[src/rtl/pipeline_stall_ctrl.sv]
// pipeline_stall_ctrl: stall/flush controller for a 5-stage in-order pipeline.
// A data-memory wait freezes the whole pipeline and takes priority over ID-stage
// hazard stalls and branch flushes. A wait that never completes lands in ERROR,
// which holds the pipeline frozen until reset.
// Build option: define PIPE_STALL_STATS_EN to add saturating statistics counters
// (stall_cnt, flush_cnt, wait_cnt). Without it these ports are tied to zero.
//
// state    | meaning
// ---------+---------------------------------------------------------------
// RUN      | pipeline flowing; hazard stalls and branch flushes handled here
// MEM_WAIT | MEM-stage access outstanding; pipeline frozen until mem_ready
// ERROR    | memory access timed out; pipeline frozen until rst

module pipeline_stall_ctrl #(
  parameter int unsigned MEM_TIMEOUT = 16,
  parameter int unsigned CNT_W       = 16
) (
  input  logic             clk,
  input  logic             rst,
  input  logic             hazard_detected,
  input  logic             branch_taken,
  input  logic             mem_req,
  input  logic             mem_ready,
  output logic             pc_freeze,
  output logic             ifid_freeze,
  output logic             idexe_bubble,
  output logic             ifid_flush,
  output logic             back_freeze,
  output logic [1:0]       state,
  output logic             mem_err,
  output logic [CNT_W-1:0] stall_cnt,
  output logic [CNT_W-1:0] flush_cnt,
  output logic [CNT_W-1:0] wait_cnt
);

  typedef enum logic [1:0] {
    RUN      = 2'd0,
    MEM_WAIT = 2'd1,
    ERROR    = 2'd2
  } state_t;

  // The timer counts completed not-ready MEM_WAIT cycles. Leaving from the
  // cycle where it reads MEM_TIMEOUT-2 means the increment would reach
  // MEM_TIMEOUT-1, so the whole stall (entry cycle included) lasts MEM_TIMEOUT cycles.
  localparam logic [7:0] TIMER_LAST = 8'(MEM_TIMEOUT - 2);

  state_t     state_q, state_d, state_cur;
  logic [7:0] timer_q, timer_d;
  logic       mem_err_q, mem_err_d;
  logic       mem_hold;

  // Reset forces the outputs to look like RUN during the reset cycle itself.
  always_comb begin
    state_cur = rst ? RUN : state_q;
  end

  // Next-state, timer and freeze/bubble/flush decode; memory freeze wins over ID-stage events.
  always_comb begin
    state_d   = state_cur;
    timer_d   = timer_q;
    mem_err_d = mem_err_q;
    mem_hold  = 1'b0;
    case (state_cur)
      RUN: begin
        if (mem_req && !mem_ready) begin
          mem_hold = 1'b1;
          state_d  = MEM_WAIT;
          timer_d  = 8'd0;
        end
      end
      MEM_WAIT: begin
        if (!mem_ready) begin
          mem_hold = 1'b1;
          timer_d  = timer_q + 8'd1;
          if (timer_q == TIMER_LAST) begin
            state_d   = ERROR;
            mem_err_d = 1'b1;
          end
        end else begin
          state_d = RUN;
        end
      end
      ERROR: begin
        mem_hold = 1'b1;
      end
      default: begin
        // Unused encoding: freeze for this cycle and recover to RUN.
        mem_hold = 1'b1;
        state_d  = RUN;
      end
    endcase

    pc_freeze    = mem_hold | hazard_detected;
    ifid_freeze  = mem_hold | hazard_detected;
    idexe_bubble = !mem_hold && hazard_detected;
    ifid_flush   = !mem_hold && !hazard_detected && branch_taken;
    back_freeze  = mem_hold;
  end

  // FSM, timer and sticky error flag registers.
  always_ff @(posedge clk) begin
    if (rst) begin
      state_q   <= RUN;
      timer_q   <= 8'd0;
      mem_err_q <= 1'b0;
    end else begin
      state_q   <= state_d;
      timer_q   <= timer_d;
      mem_err_q <= mem_err_d;
    end
  end

  assign state   = state_cur;
  assign mem_err = mem_err_q && !rst;

`ifdef PIPE_STALL_STATS_EN
  localparam logic [CNT_W-1:0] CNT_MAX = '1;

  logic [CNT_W-1:0] stall_cnt_q, stall_cnt_d;
  logic [CNT_W-1:0] flush_cnt_q, flush_cnt_d;
  logic [CNT_W-1:0] wait_cnt_q,  wait_cnt_d;
  logic             wait_inc;

  // Saturating event counters; wait_cnt counts MEM_WAIT cycles still waiting on memory.
  always_comb begin
    wait_inc    = (state_cur == MEM_WAIT) && !mem_ready;
    stall_cnt_d = stall_cnt_q;
    flush_cnt_d = flush_cnt_q;
    wait_cnt_d  = wait_cnt_q;
    if (pc_freeze && (stall_cnt_q != CNT_MAX)) stall_cnt_d = stall_cnt_q + 1'b1;
    if (ifid_flush && (flush_cnt_q != CNT_MAX)) flush_cnt_d = flush_cnt_q + 1'b1;
    if (wait_inc && (wait_cnt_q != CNT_MAX)) wait_cnt_d = wait_cnt_q + 1'b1;
  end

  // Counter registers.
  always_ff @(posedge clk) begin
    if (rst) begin
      stall_cnt_q <= '0;
      flush_cnt_q <= '0;
      wait_cnt_q  <= '0;
    end else begin
      stall_cnt_q <= stall_cnt_d;
      flush_cnt_q <= flush_cnt_d;
      wait_cnt_q  <= wait_cnt_d;
    end
  end

  assign stall_cnt = stall_cnt_q;
  assign flush_cnt = flush_cnt_q;
  assign wait_cnt  = wait_cnt_q;
`else
  assign stall_cnt = '0;
  assign flush_cnt = '0;
  assign wait_cnt  = '0;
`endif

endmodule

[config.mk]
export PLATFORM = sky130hd
export DESIGN_NAME = pipeline_stall_ctrl
export DESIGN_NICKNAME = d
export VERILOG_FILES = /design/src/rtl/pipeline_stall_ctrl.sv
export SDC_FILE = /design/constraint.sdc
export NUM_CORES = 1
export LEC_CHECK = 0
export CORE_UTILIZATION = 37
export DETAILED_ROUTE_END_ITERATION = 16
export PLACE_DENSITY = 0.81
export SKIP_LAST_GASP = 1
export SLEW_MARGIN = 20
export SYNTH_ARGS = -nofsm -noshare
export SYNTH_HDL_FRONTEND = slang
export SYNTH_SLANG_ARGS = --single-unit
[constraint.sdc]
create_clock -name clk -period 1.5 [get_ports clk]
set_input_delay 0.225 -clock clk [delete_from_list [all_inputs] [get_ports clk]]
set_output_delay 0.225 -clock clk [all_outputs]
set_load 0.02 [all_outputs]
Yosys cells after proc, flatten, opt, wreduce, memory -nomap -nowiden. Index checks and enable logic that the tools add are counted.

Bits in registers: 11. Input bits: 6. Output and inout bits: 56. Logic and storage cells: 35.

$add $sub $neg: 1. Equal/unequal tests: 5. Muxes and demuxes: 11. Bitwise gates (word level): 2. Reduce and logical (&&, ||, !) cells: 13.

Operators with widths (count): $mux 8 (2); $pmux 8 s2 (1); $add 8x1->8 const B (1); $eq 8x4->1 const B (1); $mux 2 (4); $pmux 2 s3 (1); $reduce_and 3->1 (2); $logic_and 1x1->1 (5); $logic_not 1->1 (4); $ne 2x2->1 const B (2); $eq 2x1->1 const B (1); $eq 2x2->1 const B (1); $logic_not 2->1 (1); $mux 1 (2); $pmux 1 s2 (1); $reduce_bool 2->1 (1); $not 1->1 (1); $or 1x1->1 (1).

Longest topological paths before layout. Gate-level depths: netlist of run 1.

Word-level depth: 7. Depth in mapped cells: 6. Depth with buffers taken out: 5.

Worst setup path before layout of run 1. OpenSTA, ideal clock, no wires.

Path kind: reg2out. Start: register state_q[0]. End: output ifid_flush. Data arrival time: 1.504 ns. Data required time: 1.275 ns. Slack: -0.229 ns. Stages on the path, launching flop included: 5. Buffers on the path: 0. Cell sequence: dfxtp_1 > and2b_4 > o21ai_0 > nand2_1 > nor3b_1.

Word-level cells in the longest chain between the ends: 6. Elaborated cells between the ends (all ways): 7. Classes of those cells: eq/ne: 1; mux: 2; reduce/logical: 4.

Ends and longest elaborated chain: from (decl) (line 47) `state_t state_q, state_d, state_cur;`; from (signal assigned) (line 107) `state_q <= state_d;`; $mux 2 (*) (line 54) `state_cur = rst ? RUN : state_q;`; named net state[0] (line 29) `output logic [1:0] state,`; $eq 2x1->1 / $logic_not 2->1 (equally long branches) (line 63) `case (state_cur)`; $pmux 1 s2 (*) (line 63); named net back_freeze (line 28) `output logic back_freeze,`; $logic_not 1->1 (*) (line 96) `ifid_flush = !mem_hold && !hazard_detected && branch_taken;`; $logic_and 1x1->1 (*) (2 in series) (line 96); to (decl) (line 27) `output logic ifid_flush,`.

The timed path passes the listed nets; every way through them passes the cells marked *.

Final worst setup path of run 1.
Start: register state_q[0]. End: output ifid_flush.

Word-level cells in the longest chain between the ends: 6. Elaborated cells between the ends (all ways): 7. Classes of those cells: eq/ne: 1; mux: 2; reduce/logical: 4.

Ends and longest elaborated chain (line): $mux 2 (*) (54); $eq 2x1->1 / $logic_not 2->1 (equally long branches) (63); $pmux 1 s2 (*) (63); $logic_not 1->1 (*) (96); $logic_and 1x1->1 (*) (2 in series) (96).

Every way passes the cells marked *; elsewhere a longest branch is shown, timed or not.

==> metrics, run 1 <==
Fill cells=253; final net count=159; num rows=18; run status=finished, violations left; Worst-Skew Late Latency=280 ps; Vias/cell=4.17; drt initial violations=23; final cycle utilization of the critical path=103%; GRT overflow=0; Design Area, Final=1080 µm²; DIE WIDTH=53.9 µm; worst ir drop on vdd=0.430 mV; post-route insts no fill=180; CTS max path bufs=2; Post-Synthesis Cells=126; syn avg cell area=7.92 µm²; initial antenna violation count=0; leading area contributor after synthesis=buf_4; Async SR Flop Fraction=0%; CP endpoint kind=primary output; core box area=2520 µm²; min-delay worst type=primary input to flop; max cap viols=0; Tmin final=1550 ps; synthesis-to-finish area growth=8.15%; Critical Path RT=1270 ps; post-synthesis sequential area ratio=22.1%; Power Density=671 nW/µm²; # port buffers=13; Pre-Repair DR Iteration Count=4; Storage cell area=221 µm²; most area-consuming cells after synthesis=buf_4 37%, dfxtp_1 22%, a21oi_1 4.0%, o21ai_0 3.0%, nor2_1 2.6%; Mapped Area=998 µm²; Slew Limit Fails=0; type of the worst setup path=flop to primary output; count leader, synth=buf_4; # IOs=62; Static Leakage=0.512 nW; setup ws final=-50.9 ps; clock-pin slew on the worst setup and hold paths=70 ps; number of buffers created by CTS=3; DRT antenna net count=0; Synth top area share=36.8%; dpl hpwl=1.25 mm; ANT cells=0; final WL=1.73 mm; startpoint types=flop; dpl cells=173; failing checks=negative setup slack; distinct cell type count after synthesis=30; die area=2910 µm²; via count=751; Total GRT Usage=12.0%; global-route wire length before repair=2.42 mm; fmax=645 MHz; H-tree depth=1; final weighted congestion in routability-driven placement=0.793; Chip Height=53.9 µm; Seq cells post-synth=11; Commonest cells post-synth=49 x buf_4, 11 x dfxtp_1, 8 x a21oi_1; largest net degree at the start of global routing=14; critical path arrival=1330 ps; CTS Root Cell=clkbuf_4; Post-synth EDFFs=0; Hold Vio Cnt, Final=0; Top FF cell, synth=dfxtp_1; Initial Util=39.6%; yosys warns=0; Avg WL per Cell=9.61 µm; CTS tree=done; final setup violation count=1; Finished Core Util=42.8%; layout cell share with drive strength beyond 1=23.3%; skew final=1.86 ps; area of the multi-input gates=573 µm²; DRC Markers=0; CP Max Fanout=3; dpl cell area=1030 µm²; RSZ-0062 raised after global routing=yes; Clock Sinks=11; vias in the first global route=561
## sequential cells by signal (all words and copies together), names as in the netlist
| name | cells |
|---|---|
| timer_q | 8 |
| mem_err_q | 1 |
| state_q | 2 |
## worst max-delay path, cell delays in order, from the launching register on
cell	delay, ps
dfxtp_2	320
and2b_4	160
o21ai_2	140
nand2_2	100
nor3b_4	180
buf_6	140
## metrics by stage
step | power, mW | TNS [ps] | hold WS [ps] | setup WS (ps)
after floorplan | 0.557 | -33.0 | 412 | -21.7
after global placement | 0.507 | -7010 | 466 | -742
after detailed placement | 0.507 | -7430 | 478 | -796
after CTS | 0.720 | -90.1 | 386 | -76.7
after global routing | 0.751 | -122 | 407 | -85.7
final | 0.725 | -50.9 | 375 | -50.9
## per-layer routing
layer / vias to the layer above / wire length (µm) / track usage [%]
met4: 0 / 36 / 7.89
li1: 373 / - / -
met3: 5 / 104 / 1.69
met5: - / 0 / 0
met2: 39 / 849 / 18.7
met1: 334 / 741 / 15.1
## worst paths after layout
| check | startpoint | endpoint | slack [ps] | cells after the start |
|---|---|---|---|---|
| setup / recovery | state_q[0]$_SDFF_PP0_ | ifid_flush | -50 | 5 |
| hold / removal | rst | timer_q[4]$_SDFFE_PP0P_ | 380 | 3 |
| setup reg to reg | state_q[0]$_SDFF_PP0_ | timer_q[3]$_SDFFE_PP0P_ | 40 | 5 |
| hold reg to reg | timer_q[2]$_SDFFE_PP0P_ | timer_q[2]$_SDFFE_PP0P_ | 500 | 2 |
## cell families after synthesis
kind of cell / synth area share [%]
AOI/OAI and AO/OA: 12.4
adders and majority gates: 2.51
buffers and inverters: 41.7
DFF: 22.1
other: 0.376
and+or+nand+nor: 20.9
## layout make-up
type | count | area share, %
Multi-Input combinational cell | 104 | 53.1
Sequential cell | 11 | 20.5
Timing Repair Buffer | 25 | 18.4
Tap cell | 30 | 3.48
Clock buffer | 4 | 2.43
Inverter | 6 | 2.09
## power by group
part | switching (mW) | internal [mW] | total (mW)
registers | 0.00154 | 0.294 | 0.295
clock network | 0.112 | 0.104 | 0.216
logic | 0.160 | 0.0532 | 0.213
## timing repair
action                     CTS  global route
pin swaps                    4             4
buffers inserted             0             3
resized for setup           33             6
hold buffers                 0             0
cloned                       0             0
setup endpoints to repair   14             7
## cell usage in the layout (no fill, tap or decap), types with 2 or more instances in the layout
master	count
nor3_1	3
ha_1	2
or4_1	2
nand3_1	5
buf_2	3
dfxtp_1	10
a21oi_1	6
conb_1	48
buf_4	12
buf_6	2
inv_1	6
o21ai_0	5
or3_1	2
clkbuf_4	3
clkdlybuf4s50_1	4
nor4_1	2
nand4_1	2
nor2_1	7
dlygate4sd2_1	3
a21oi_2	2
Note: power is estimated with default switching activity, not from simulation.
==> inputs of run 2 (changes only) <==
--- a/config.mk
+++ b/config.mk
@@ -5,7 +5,9 @@
 export SDC_FILE = /design/constraint.sdc
 export NUM_CORES = 1
 export LEC_CHECK = 0
+export CORE_ASPECT_RATIO = 0.5
 export CORE_UTILIZATION = 37
+export CTS_CLUSTER_DIAMETER = 30
 export DETAILED_ROUTE_END_ITERATION = 16
 export PLACE_DENSITY = 0.81
 export SKIP_LAST_GASP = 1
==> constraint.sdc (replaced) <==
create_clock -name clk -period 1.51 [get_ports clk]
set_input_delay 0.2265 -clock clk [delete_from_list [all_inputs] [get_ports clk]]
set_output_delay 0.2265 -clock clk [all_outputs]
set_load 0.02 [all_outputs]
==> run 2 against run 1 <==
The run now ends clean. Via count up 4.1%. Sequential power about the same. Global-route usage up 1.2 points. Total power up 11%. Clock skew down 0.54 ps. Sequential share of layout area down 0.93 points. Clock-buffer cell count unchanged. Register-to-register slack about the same. Routed wire length up 9.8%. Final area up 4.7%. Clock power up 36%. Critical path type is now primary input to primary output. Highest routed layer unchanged.
==> metrics, run 2 (synthesis results as in run 1) <==
global-route wire length before repair=2.70 mm; Tmin final=1510 ps; Storage cell area=221 µm²; Worst-Skew Late Latency=240 ps; CTS Root Cell=clkbuf_8; core box area=2370 µm²; area of the multi-input gates=589 µm²; Initial Util=42.1%; type of the worst setup path=primary input to primary output; CP endpoint kind=primary output; DIE WIDTH=75.5 µm; max cap viols=0; Slew Limit Fails=0; CP Max Fanout=3; skew final=1.32 ps; via count=782; critical path arrival=1280 ps; synthesis-to-finish area growth=13.3%; GRT overflow=0; drt initial violations=29; ANT cells=0; final net count=159; run status=finished clean; final weighted congestion in routability-driven placement=0.789; DRT antenna net count=0; post-cts hold buffer count=0; Static Leakage=0.529 nW; Clock Sinks=11; initial antenna violation count=0; CTS max path bufs=2; Power Density=712 nW/µm²; Total GRT Usage=13.1%; DRC Markers=0; largest net degree at the start of global routing=11; Hold Vio Cnt, Final=0; Critical Path RT=1280 ps; Fin Hold WS=499 ps; num rows=12; final cycle utilization of the critical path=99.8%; worst ir drop on vdd=0.265 mV; clock-pin slew on the worst setup and hold paths=50 ps; Reg with most FFs=timer_q; Vias/cell=4.23; final WL=1.90 mm; largest registers=timer_q: 8 flops, state_q: 2 flops, mem_err_q: 1 flops; Finished Core Util=47.7%; min-delay worst type=flop to flop; commonest non-fill, non-tap cell in the layout=conb_1; Pre-Repair DR Iteration Count=4; startpoint types=primary input; vias in the first global route=600; die area=2920 µm²; number of buffers created by CTS=3; dpl hpwl=1.34 mm; # port buffers=13; layout cell share with drive strength beyond 1=24.0%; commonest non-fill, non-tap cells in the layout=48 x conb_1, 11 x buf_4, 10 x dfxtp_1; Chip Height=38.7 µm; Largest register FFs=8; RSZ-0062 raised after global routing=yes; # IOs=62; fmax=663 MHz; CTS tree=done; Fill cells=219; Avg WL per Cell=10.3 µm; H-tree depth=1; final setup violation count=0
## run 2: power by group
| group | switching, mW | internal [mW] |
|---|---|---|
| sequential | 0.00156 | 0.293 |
| combinational | 0.164 | 0.0533 |
| clock | 0.108 | 0.185 |
## run 2: worst max-delay path: stages
cell and delay (ps):
clkdlybuf4s50_1 500, inv_2 60, o21ai_4 60, nand2_2 100, nor3b_4 200, buf_6 140
## run 2: final cells by class
type	count	area share (%)
inverters	6	1.99
clock buffers	4	3.98
multi-input cells	104	52.1
repair buffers	25	18.5
flip-flops and latches	11	19.6
well taps	35	3.87
## run 2: what timing repair did
item	in CTS	in global routing
resized for setup	28	12
setup buffers	2	0
setup endpoints to repair	14	9
pin swaps	3	3
## run 2: per-layer routing
metal	vias up	routed length [µm]	global-route usage, %
met2	49	938	22.5
li1	378	-	-
met5	-	0	0
met4	0	19	5.56
met1	351	792	15.1
met3	4	149	4.69
## run 2: worst paths after layout
kind	start	endpoint	slack, ps	depth (start not counted)
worst min-delay path	timer_q[7]$_SDFFE_PP0P_	timer_q[7]$_SDFFE_PP0P_	500	2
worst min register to register	timer_q[7]$_SDFFE_PP0P_	timer_q[7]$_SDFFE_PP0P_	500	2
worst max-delay path	mem_ready	ifid_flush	3	6
worst max register to register	state_q[0]$_SDFF_PP0_	timer_q[5]$_SDFFE_PP0P_	50	6
## run 2: per-stage QoR
step | worst slack, ps | cell area, µm² | power [mW] | cells | setup TNS, ps
finish | 2.53 | 1130 | 0.805 | 185 | 0
floorplan | -13.2 | 1190 | 0.553 | 173 | -16.0
global placement | -751 | 1040 | 0.505 | 179 | -6700
global route | -58.5 | 1130 | 0.840 | 185 | -152
CTS | -9.51 | 1090 | 0.797 | 185 | -9.51
detailed placement | -794 | 1040 | 0.507 | 179 | -7360
==> inputs of run 3 (changes only) <==
--- a/config.mk
+++ b/config.mk
@@ -7,8 +7,10 @@
 export LEC_CHECK = 0
 export CORE_ASPECT_RATIO = 0.5
 export CORE_UTILIZATION = 37
+export CTS_BUF_LIST = sky130_fd_sc_hd__clkbuf_16
 export CTS_CLUSTER_DIAMETER = 30
 export DETAILED_ROUTE_END_ITERATION = 16
+export GPL_ROUTABILITY_DRIVEN = 0
 export PLACE_DENSITY = 0.81
 export SKIP_LAST_GASP = 1
 export SLEW_MARGIN = 20
==> constraint.sdc (replaced) <==
create_clock -name clk -period 1.4 [get_ports clk]
set_input_delay 0.21 -clock clk [delete_from_list [all_inputs] [get_ports clk]]
set_output_delay 0.21 -clock clk [all_outputs]
set_load 0.02 [all_outputs]
==> run 3 against run 2 <==
The run now ends with negative setup slack left. Final area up 6.5%. Utilization up 3.1 points. Total power up 34%. Global-route usage up 1.4 points. Highest routed layer unchanged. Worst hold slack better by 3.6 ps. Critical path type is now flop to primary output. Via count up 8.4%. Critical endpoint unchanged.
==> metrics, run 3 (synthesis results as in run 1) <==
Reg with most FFs=timer_q; pre-CTS setup slack=-753 ps; GRT overflow=0; commonest non-fill, non-tap cell in the layout=conb_1; final setup TNS=-645 ps; critical path arrival=1290 ps; Clock Sinks=11; Finished Core Util=50.8%; commonest non-fill, non-tap cells in the layout=48 x conb_1, 10 x dfxtp_1, 10 x buf_4; post-route insts no fill=186; clock-pin slew on the worst setup and hold paths=40 ps; part of the power in registers=29.5%; Chip Height=38.7 µm; CP endpoint kind=primary output; Largest register FFs=8; num rows=12; DRT antenna net count=0; Clock power frac=47.6%; CTS Root Cell=clkbuf_16; vias in the first global route=640; run status=finished, violations left; P_int=756 µW; failing checks=negative setup slack; Initial Util=42.1%; number of buffers created by CTS=3; Static Leakage=0.563 nW; startpoint types=flop; setup ws final=-104 ps; Overall Power=1.08 mW; dpl hpwl=1.43 mm; max cap viols=0; CTS tree=done; core box area=2370 µm²; CTS max path bufs=2; synthesis-to-finish area growth=20.7%; layout cell share with drive strength beyond 1=29.8%; Fill cells=204; Pre-Repair DR Iteration Count=4; H-tree depth=1; post-cts hold buffer count=0; Critical Path RT=1190 ps; Power Density=898 nW/µm²; RSZ-0062 raised after global routing=yes; die area=2920 µm²; fmax=665 MHz; Comb power frac=22.9%; area of the multi-input gates=621 µm²; Sw Share=30.2%; DIE WIDTH=75.5 µm; Worst-Skew Late Latency=240 ps; final net count=160; largest net degree at the start of global routing=12; # port buffers=13; # IOs=62; skew final=0.635 ps; CP Max Fanout=3; ANT cells=0; final WL=2.19 mm; final setup violation count=9; via count=848; largest registers=timer_q: 8 flops, state_q: 2 flops, mem_err_q: 1 flops; Hold Vio Cnt, Final=0; Switch Pwr=327 µW; global-route wire length before repair=2.97 mm; DRC Markers=0; Tmin final=1500 ps; type of the worst setup path=flop to primary output; drt initial violations=84; dpl cells=180; initial antenna violation count=0; worst ir drop on vdd=0.527 mV; Total GRT Usage=14.6%; final cycle utilization of the critical path=107%; Slew Limit Fails=0; Storage cell area=221 µm²; Avg WL per Cell=11.8 µm; Vias/cell=4.56; min-delay worst type=flop to flop
==> run 3: cell count changes in the layout (fill, tap and decap cells not counted), sizes merged <==
cell,delta
buf,+2
o211ai,+1
clkdlybuf4s15,-2
inv,+1
dlygate4sd2,-1
==> run 3: worst paths after layout <==
path	start	to	slack (ps)	cells after the start
setup / recovery	state_q[0]$_SDFF_PP0_	ifid_flush	-100	5
hold / removal	timer_q[7]$_SDFFE_PP0P_	timer_q[7]$_SDFFE_PP0P_	500	2
setup reg to reg	state_q[0]$_SDFF_PP0_	timer_q[6]$_SDFFE_PP0P_	-90	5
hold reg to reg	timer_q[7]$_SDFFE_PP0P_	timer_q[7]$_SDFFE_PP0P_	500	2
==> run 3: power by group through the flow <==
stage                     Sequential (mW)  Combinational [mW]  Clock, mW
after global routing                0.319               0.265      0.545
final                               0.320               0.248      0.515
after CTS                           0.319               0.229      0.528
after global placement              0.324               0.224          0
after floorplan                     0.324               0.276          0
after detailed placement            0.324               0.227          0
==> run 3: stage by stage <==
stage / hold WS, ps / area (µm²)
global placement: 467 / 1060
finish: 503 / 1200
global route: 531 / 1200
floorplan: 397 / 1200
detailed placement: 473 / 1060
CTS: 484 / 1150
==> run 3: critical path, cell delays in order (launching register included) <==
cell and delay, ps:
dfxtp_2 320, and2b_4 180, o21ai_4 130, nand2_2 100, nor3b_4 180, buf_6 140
==> run 3: cell type report <==
cell class	instances	area share, %
Clock buffer	3	6.23
Timing Repair Buffer	25	18.1
Tap cell	35	3.63
Multi-Input combinational cell	105	51.5
Sequential cell	11	18.4
Clock inverter	1	0.312
Inverter	6	1.87
==> run 3: timing repair <==
action	in CTS	in global routing
gates cloned	0	1
resized for setup	36	17
pin swaps	2	4
setup buffers	1	0
setup endpoints to repair	16	16
==> run 3: metal layers <==
layer	GRT usage [%]	vias up	wire length [µm]
met5	0	-	0
met4	7.87	0	56
met3	3.91	14	225
met2	26.1	74	1030
met1	16.2	379	873
li1	-	381	-
